[src/rtl/mem_port_arbiter.sv]
// Shares one fixed-latency memory port between the IF (fetch) and MEM (data)
// requesters, sequencing IDLE -> ACCESS -> WAIT -> DONE for each access.
// Data requests win over fetch until fetch has been passed over STARVE_MAX
// times in a row, after which fetch is granted.
//
// Ports:
//   clk, reset          clock, asynchronous active-high reset
//   if_req/if_addr      fetch request (level) and word-aligned byte address
//   if_gnt/if_done      one-cycle pulses: fetch issued / fetch data valid
//   if_rdata/if_stall   held fetch data; if_req & ~if_done
//   d_req/d_we/d_addr/d_wdata   data request, store flag, address, store data
//   d_gnt/d_done        one-cycle pulses: data issued / data complete
//   d_rdata/d_stall     held load data; d_req & ~d_done
//   mem_*               single memory port (rdata valid MEM_LAT cycles after en)
//   perf_if_wait        fetch stall-cycle count (ARB_PERF_EN)
//   perf_d_grants       data grant count (ARB_PERF_EN)
//
// Build option: define ARB_PERF_EN to include the performance counters;
// without it both perf ports are tied to zero.
module mem_port_arbiter #(
    parameter int ADDR_W     = 32,
    parameter int DATA_W     = 32,
    parameter int MEM_LAT    = 1,
    parameter int STARVE_MAX = 2
) (
    input  logic              clk,
    input  logic              reset,
    input  logic              if_req,
    input  logic [ADDR_W-1:0] if_addr,
    output logic              if_gnt,
    output logic              if_done,
    output logic [DATA_W-1:0] if_rdata,
    output logic              if_stall,
    input  logic              d_req,
    input  logic              d_we,
    input  logic [ADDR_W-1:0] d_addr,
    input  logic [DATA_W-1:0] d_wdata,
    output logic              d_gnt,
    output logic              d_done,
    output logic [DATA_W-1:0] d_rdata,
    output logic              d_stall,
    output logic              mem_en,
    output logic              mem_we,
    output logic [ADDR_W-1:0] mem_addr,
    output logic [DATA_W-1:0] mem_wdata,
    input  logic [DATA_W-1:0] mem_rdata,
    output logic [31:0]       perf_if_wait,
    output logic [31:0]       perf_d_grants
);

    localparam int CW = (MEM_LAT > 1) ? $clog2(MEM_LAT) : 1;
    localparam int SW = $clog2(STARVE_MAX + 1);

    typedef enum logic [1:0] {
        IDLE,
        ACCESS,
        WAIT,
        DONE
    } state_t;

    state_t            state;
    state_t            state_d;
    logic              own_if;
    logic              we_q;
    logic [ADDR_W-1:0] addr_q;
    logic [DATA_W-1:0] wdata_q;
    logic [CW-1:0]     wait_cnt;
    logic [SW-1:0]     starve_cnt;

    logic starved;
    logic pick_if;
    logic pick_d;
    logic last_wait;

    // Fetch is forced through only once it has been passed over enough.
    assign starved   = (starve_cnt == SW'(STARVE_MAX));
    assign pick_if   = if_req & (~d_req | starved);
    assign pick_d    = d_req & ~pick_if;
    assign last_wait = (wait_cnt == CW'(MEM_LAT - 1));

    always_ff @(posedge clk or posedge reset) begin
        if (reset) begin
            state <= IDLE;
        end else begin
            state <= state_d;
        end
    end

    always_comb begin
        state_d = state;
        unique case (state)
            IDLE:    if (pick_if | pick_d) state_d = ACCESS;
            ACCESS:  state_d = WAIT;
            WAIT:    if (last_wait) state_d = DONE;
            DONE:    state_d = IDLE;
            default: state_d = IDLE;
        endcase
    end

    always_comb begin
        mem_en  = 1'b0;
        mem_we  = 1'b0;
        if_gnt  = 1'b0;
        d_gnt   = 1'b0;
        if_done = 1'b0;
        d_done  = 1'b0;
        unique case (state)
            ACCESS: begin
                mem_en = 1'b1;
                mem_we = we_q;
                if_gnt = own_if;
                d_gnt  = ~own_if;
            end
            DONE: begin
                if_done = own_if;
                d_done  = ~own_if;
            end
            default: ;
        endcase
    end

    assign mem_addr  = addr_q;
    assign mem_wdata = wdata_q;

    // Gated by reset so every output reads 0 while reset is held.
    assign if_stall = if_req & ~if_done & ~reset;
    assign d_stall  = d_req & ~d_done & ~reset;

    always_ff @(posedge clk or posedge reset) begin
        if (reset) begin
            own_if     <= 1'b0;
            we_q       <= 1'b0;
            addr_q     <= '0;
            wdata_q    <= '0;
            wait_cnt   <= '0;
            starve_cnt <= '0;
            if_rdata   <= '0;
            d_rdata    <= '0;
        end else begin
            if (state == IDLE) begin
                if (pick_if | pick_d) begin
                    own_if  <= pick_if;
                    we_q    <= pick_d & d_we;
                    addr_q  <= pick_if ? if_addr : d_addr;
                    wdata_q <= pick_d ? d_wdata : '0;
                end
                if (!if_req || pick_if) begin
                    starve_cnt <= '0;
                end else if (pick_d && !starved) begin
                    starve_cnt <= starve_cnt + 1'b1;
                end
            end
            if (state == WAIT && !last_wait) begin
                wait_cnt <= wait_cnt + 1'b1;
            end else begin
                wait_cnt <= '0;
            end
            if (state == WAIT && last_wait && !we_q) begin
                if (own_if) begin
                    if_rdata <= mem_rdata;
                end else begin
                    d_rdata <= mem_rdata;
                end
            end
        end
    end

`ifdef ARB_PERF_EN
    always_ff @(posedge clk or posedge reset) begin
        if (reset) begin
            perf_if_wait  <= '0;
            perf_d_grants <= '0;
        end else begin
            if (if_stall) perf_if_wait <= perf_if_wait + 32'd1;
            if (d_gnt) perf_d_grants <= perf_d_grants + 32'd1;
        end
    end
`else
    assign perf_if_wait  = '0;
    assign perf_d_grants = '0;
`endif

endmodule

[config.mk]
export PLATFORM = sky130hd
export DESIGN_NAME = mem_port_arbiter
export DESIGN_NICKNAME = d
export VERILOG_FILES = /design/src/rtl/mem_port_arbiter.sv
export SDC_FILE = /design/constraint.sdc
export NUM_CORES = 1
export LEC_CHECK = 0
export ABC_AREA = 1
export ABC_CLOCK_PERIOD_IN_PS = 10100
export BUFFER_PORTS_ARGS = -buffer_cell sky130_fd_sc_hd__clkbuf_2
export CAP_MARGIN = 20
export CORE_ASPECT_RATIO = 2
export CORE_MARGIN = 2
export CORE_UTILIZATION = 35
export CTS_BUF_LIST = sky130_fd_sc_hd__clkbuf_4 sky130_fd_sc_hd__clkbuf_8
export DETAILED_ROUTE_END_ITERATION = 6
export GPL_TIMING_DRIVEN = 0
export PLACE_DENSITY_LB_ADDON = 0.2
export REMOVE_ABC_BUFFERS = 1
export SLEW_MARGIN = 20
export SYNTH_ARGS = -nofsm -noshare
export SYNTH_HDL_FRONTEND = slang
export SYNTH_SLANG_ARGS = --single-unit
[constraint.sdc]
create_clock -name clk -period 10.1 [get_ports clk]
set_clock_uncertainty 0.05 [all_clocks]
set_input_delay 2.525 -clock clk [delete_from_list [all_inputs] [get_ports clk]]
set_output_delay 2.525 -clock clk [all_outputs]
set_load 0.02 [all_outputs]
# After elaboration in Yosys (flattened, before gate mapping)
# Index checks and enable logic that the tools add are counted.
[op_classes]
n_addsub = 2
eq_ne = 6
n_mux = 14
bitwise = 16
reduce_logical = 15
[op_table]
columns = ["op", "count"]
rows = [
  ["2-to-1 mux 32 bit", 2],
  ["AND reduction 2 bit", 5],
  ["2-to-1 mux 2 bit", 4],
  ["case mux 2 bit (4 select lines)", 1],
  ["AND 1 bit", 7],
  ["2-to-1 mux 1 bit", 7],
  ["NOT 1 bit", 7],
  ["equality test 2 bit, second input constant", 3],
  ["logical AND 1 bit", 4],
  ["!= test 2 bit, second input constant", 2],
  ["logical NOT 1 bit", 3],
  ["adder 2 x 1 -> 2 bit, second input constant", 1],
  ["equality test 2 x 1 -> 1 bit, second input constant", 1],
  ["logical NOT 2 bit", 1],
  ["OR 1 bit", 2],
  ["nonzero test 2 bit", 1],
  ["adder 1 bit, second input constant", 1],
  ["logical OR 1 bit", 1],
]
[word_totals]
regBits = 135
in_bits = 133
out_inout_bits = 200

# Logic depth before layout (Yosys ltp)
[depth]
word_depth = 8
mapped_depth = 9
depth_no_buf = 8

# Worst setup path before layout
# OpenSTA, ideal clock, no wires.
[synth_timing]
path_kind = "input to output"
start = "input if_req"
end = "output if_stall"
arrival_time_ns = 3.198
slack_ns = 4.327
cell_stages = 3
n_path_buf = 1
cell_sequence = "buf_6 > inv_1 > nor3_1"
[synth_via]
elab_chain_cells = 2
[synth_lines]
columns = ["item", "line", "rtl"]
rows = [
  ["start: declaration", "28", "input logic if_req,"],
  ["AND 1 bit (2 in series)", "126", "assign if_stall = if_req & ~if_done & ~reset;"],
  ["end: declaration", "33", "output logic if_stall,"],
]
# No other way between the ends.

# Final worst setup path
# Same ends and word-level chain as after synthesis.

==> metrics <==
Tightest Pin Transition 904 ps; gr usage total 17.8%; DR vias/cell 4.40; initial DRC count 139; WP data required 7530 ps; final setup margin 3710 ps; critical path startpoint category primary input; first-pass GRT wire length 26700 um; DRT antenna net count 0; outcome completed; Port Buffers 268; hold crit path type flip-flop to flip-flop; top cells by area, synth dfrtp_1 53%, nand2_1 14%, buf_4 8.0%; Syn Area/Cell 8.24 um^2; dpl hpwl 12600 um; TritonCTS clock tree built; Die Footprint 19300 um^2; setup violators final 0; CTS root buf clkbuf_8; Worst-path clk slew 80 ps; Unique masters post-synth 24; Slew Limit Headroom 39.7%; total detailed-routing wirelength 17200 um; hold buffers post-CTS 0; CP Cell Sequence clkbuf_2, inv_1, nor3_1, clkbuf_2; Yosys top cell by area dfrtp_1; # resized after CTS 0; commonest non-fill, non-tap cell in the layout clkbuf_2; Worst VDD drop 0.124 mV; max_cap viols 0; CP max stage delay 670 ps; total number of vias 5511; cells after synthesis 773; DRT Pass-1 Iters 7; worst path arrival time 3810 ps; unrepaired setup endpoints after global routing false; Max Slew Vio Count 0; Top Usage Layer GRT met2; Die X 99.4 um; share of the synthesized area in the top cell type 53.1%; Setup Total Neg Slack 0 ps; largest net degree at the start of global routing 90; Clock Path Buffers 2; nets 1165; worst setup path class primary input to output port; fmax 157 MHz; Setup Fix Bufs, Post-CTS 0; Clock Sinks 135; most used cell, CP clkbuf_2; RePlAce Congestion 0.777; vias in the first global route 5130; proportion of layout cells with a drive suffix above 1 30.4%; most frequent cells in the layout 268 x clkbuf_2, 234 x nand2_1, 135 x dfrtp_1; Worst Path Max Fanout 37; Final Hold Fails 0; GRT overflow 0; H-tree Lvls 4; largest family of logic cells by synthesized area simple AND/OR/NAND/NOR gates; I/O pins 333; met1 Use GR 18.5%; core area 17800 um^2; CP endpoint kind output port; TritonCTS buffer count 17; DRC 0; post-synthesis compound-gate area fraction 5.68%; M3 GR Usage 4.31%; Min Clock Period, post-route 6390 ps; multiplexer area fraction after synthesis 0.157%; met2 Track Usage GR 33.2%; Warnings, synthesis 0; post-synthesis xor/xnor area fraction 0%; PwrDens 328 nW/um^2; Worst path slowest cell clkbuf_2; Leak Pwr 5.00 nW; Routed WL per cell 13.7 um; period utilisation layout 63.2%; Initial Util 35.8%; height of the chip 195 um; register area share after synthesis 53.1%; Synth Area in Adders 1.18%; Worst-Skew Late Latency 440 ps; layout overhead on the synthesized area 28.7%; flops & latches, synth 135; n_diodes 0; DP Worst Slack 3730 ps; initial antenna violation count 0; simple-gate portion of the synthesized area 22.5%; Synth Cell Area 6370 um^2; # rows 69
final timing paths:
| path | cells after the start | slack (ps) | start | endpoint |
|---|---|---|---|---|
| setup / recovery | 4 | 3710 | if_req | if_stall |
| hold / removal | 1 | 430 | starve_cnt[0] | starve_cnt[0] |
| hold reg to reg | 1 | 430 | starve_cnt[0] | starve_cnt[0] |
| min in group asynchronous | 2 | 2050 | reset | mem_addr[9] |
| max in group asynchronous | 3 | 7160 | reset | if_rdata[0] |
| setup reg to reg | 8 | 7650 | starve_cnt[0] | mem_addr[30] |
sequential cells by signal, summed over array words and instances (netlist names):
register / count
mem_wdata: 32
mem_addr: 32
own_if: 1
if_rdata: 32
we_q: 1
starve_cnt: 2
d_rdata: 32
state: 2
wait_cnt: 1
per-stage QoR:
| step | hold WS, ps | area (um^2) | util, % | cells | total power, mW |
|---|---|---|---|---|---|
| floorplan | 401 | 5930 | - | 733 | 1.69 |
| detailed placement | 414 | 7720 | 43.4 | 1220 | 2.20 |
| CTS | 433 | 8200 | 46.1 | 1252 | 2.74 |
| global placement | 412 | 7540 | 42.4 | 1214 | 2.14 |
| global route | 449 | 8200 | 46.1 | 1252 | 2.89 |
| finish | 426 | 8200 | 46.1 | 1252 | 2.69 |
critical path, delay by kind of cell:
kind | cells | cell delay (ps)
buffers and inverters | 3 | 1040
and+or+nand+nor | 1 | 230
cell type report:
class / count / area (um^2)
Inverter: 113 / 434
Clock buffer: 21 / 289
Tap cell: 213 / 267
Multi-Input combinational cell: 485 / 2140
Timing Repair Buffer: 274 / 1500
Clock inverter: 11 / 190
Sequential cell: 135 / 3380
Fill cell: 1886 / 9590
metal layers:
layer	share of wire (%)	vias up	routed length, um
li1	-	2741	-
met1	36	2510	6220
met3	6.6	17	1130
met2	55	243	9430
met4	2.2	0	376
met5	0	-	0
logic make-up after synthesis:
group | Yosys count
AO/OA/AOI/OAI | 69
adder cells (fa/ha/maj) | 6
AND/OR/NAND/NOR | 344
other | 1
flip-flops | 135
multiplexers | 1
buffers and inverters | 217
where the power goes:
| group | switching (mW) | internal [mW] | total [mW] |
|---|---|---|---|
| Clock | 0.210 | 0.321 | 0.531 |
| Sequential | 0.148 | 0.811 | 0.959 |
| Combinational | 0.817 | 0.384 | 1.20 |
| Total | 1.17 | 1.52 | 2.69 |
cell usage after synthesis:
cell / count
buf_2: 14
mux2i_1: 1
nor2_1: 3
o21ai_0: 59
buf_6: 2
a21oi_1: 1
nand3_1: 99
o22ai_1: 1
nor2_2: 1
buf_4: 68
o21ai_4: 1
clkbuf_1: 19
o21ai_1: 6
nand3_2: 2
inv_2: 2
ha_1: 6
conb_1: 1
buf_1: 1
inv_1: 111
nor3_1: 2
nand2_1: 236
dfrtp_1: 135
a21oi_2: 1
nand4_1: 1
No activity file was read; power rests on OpenSTA's default activity.
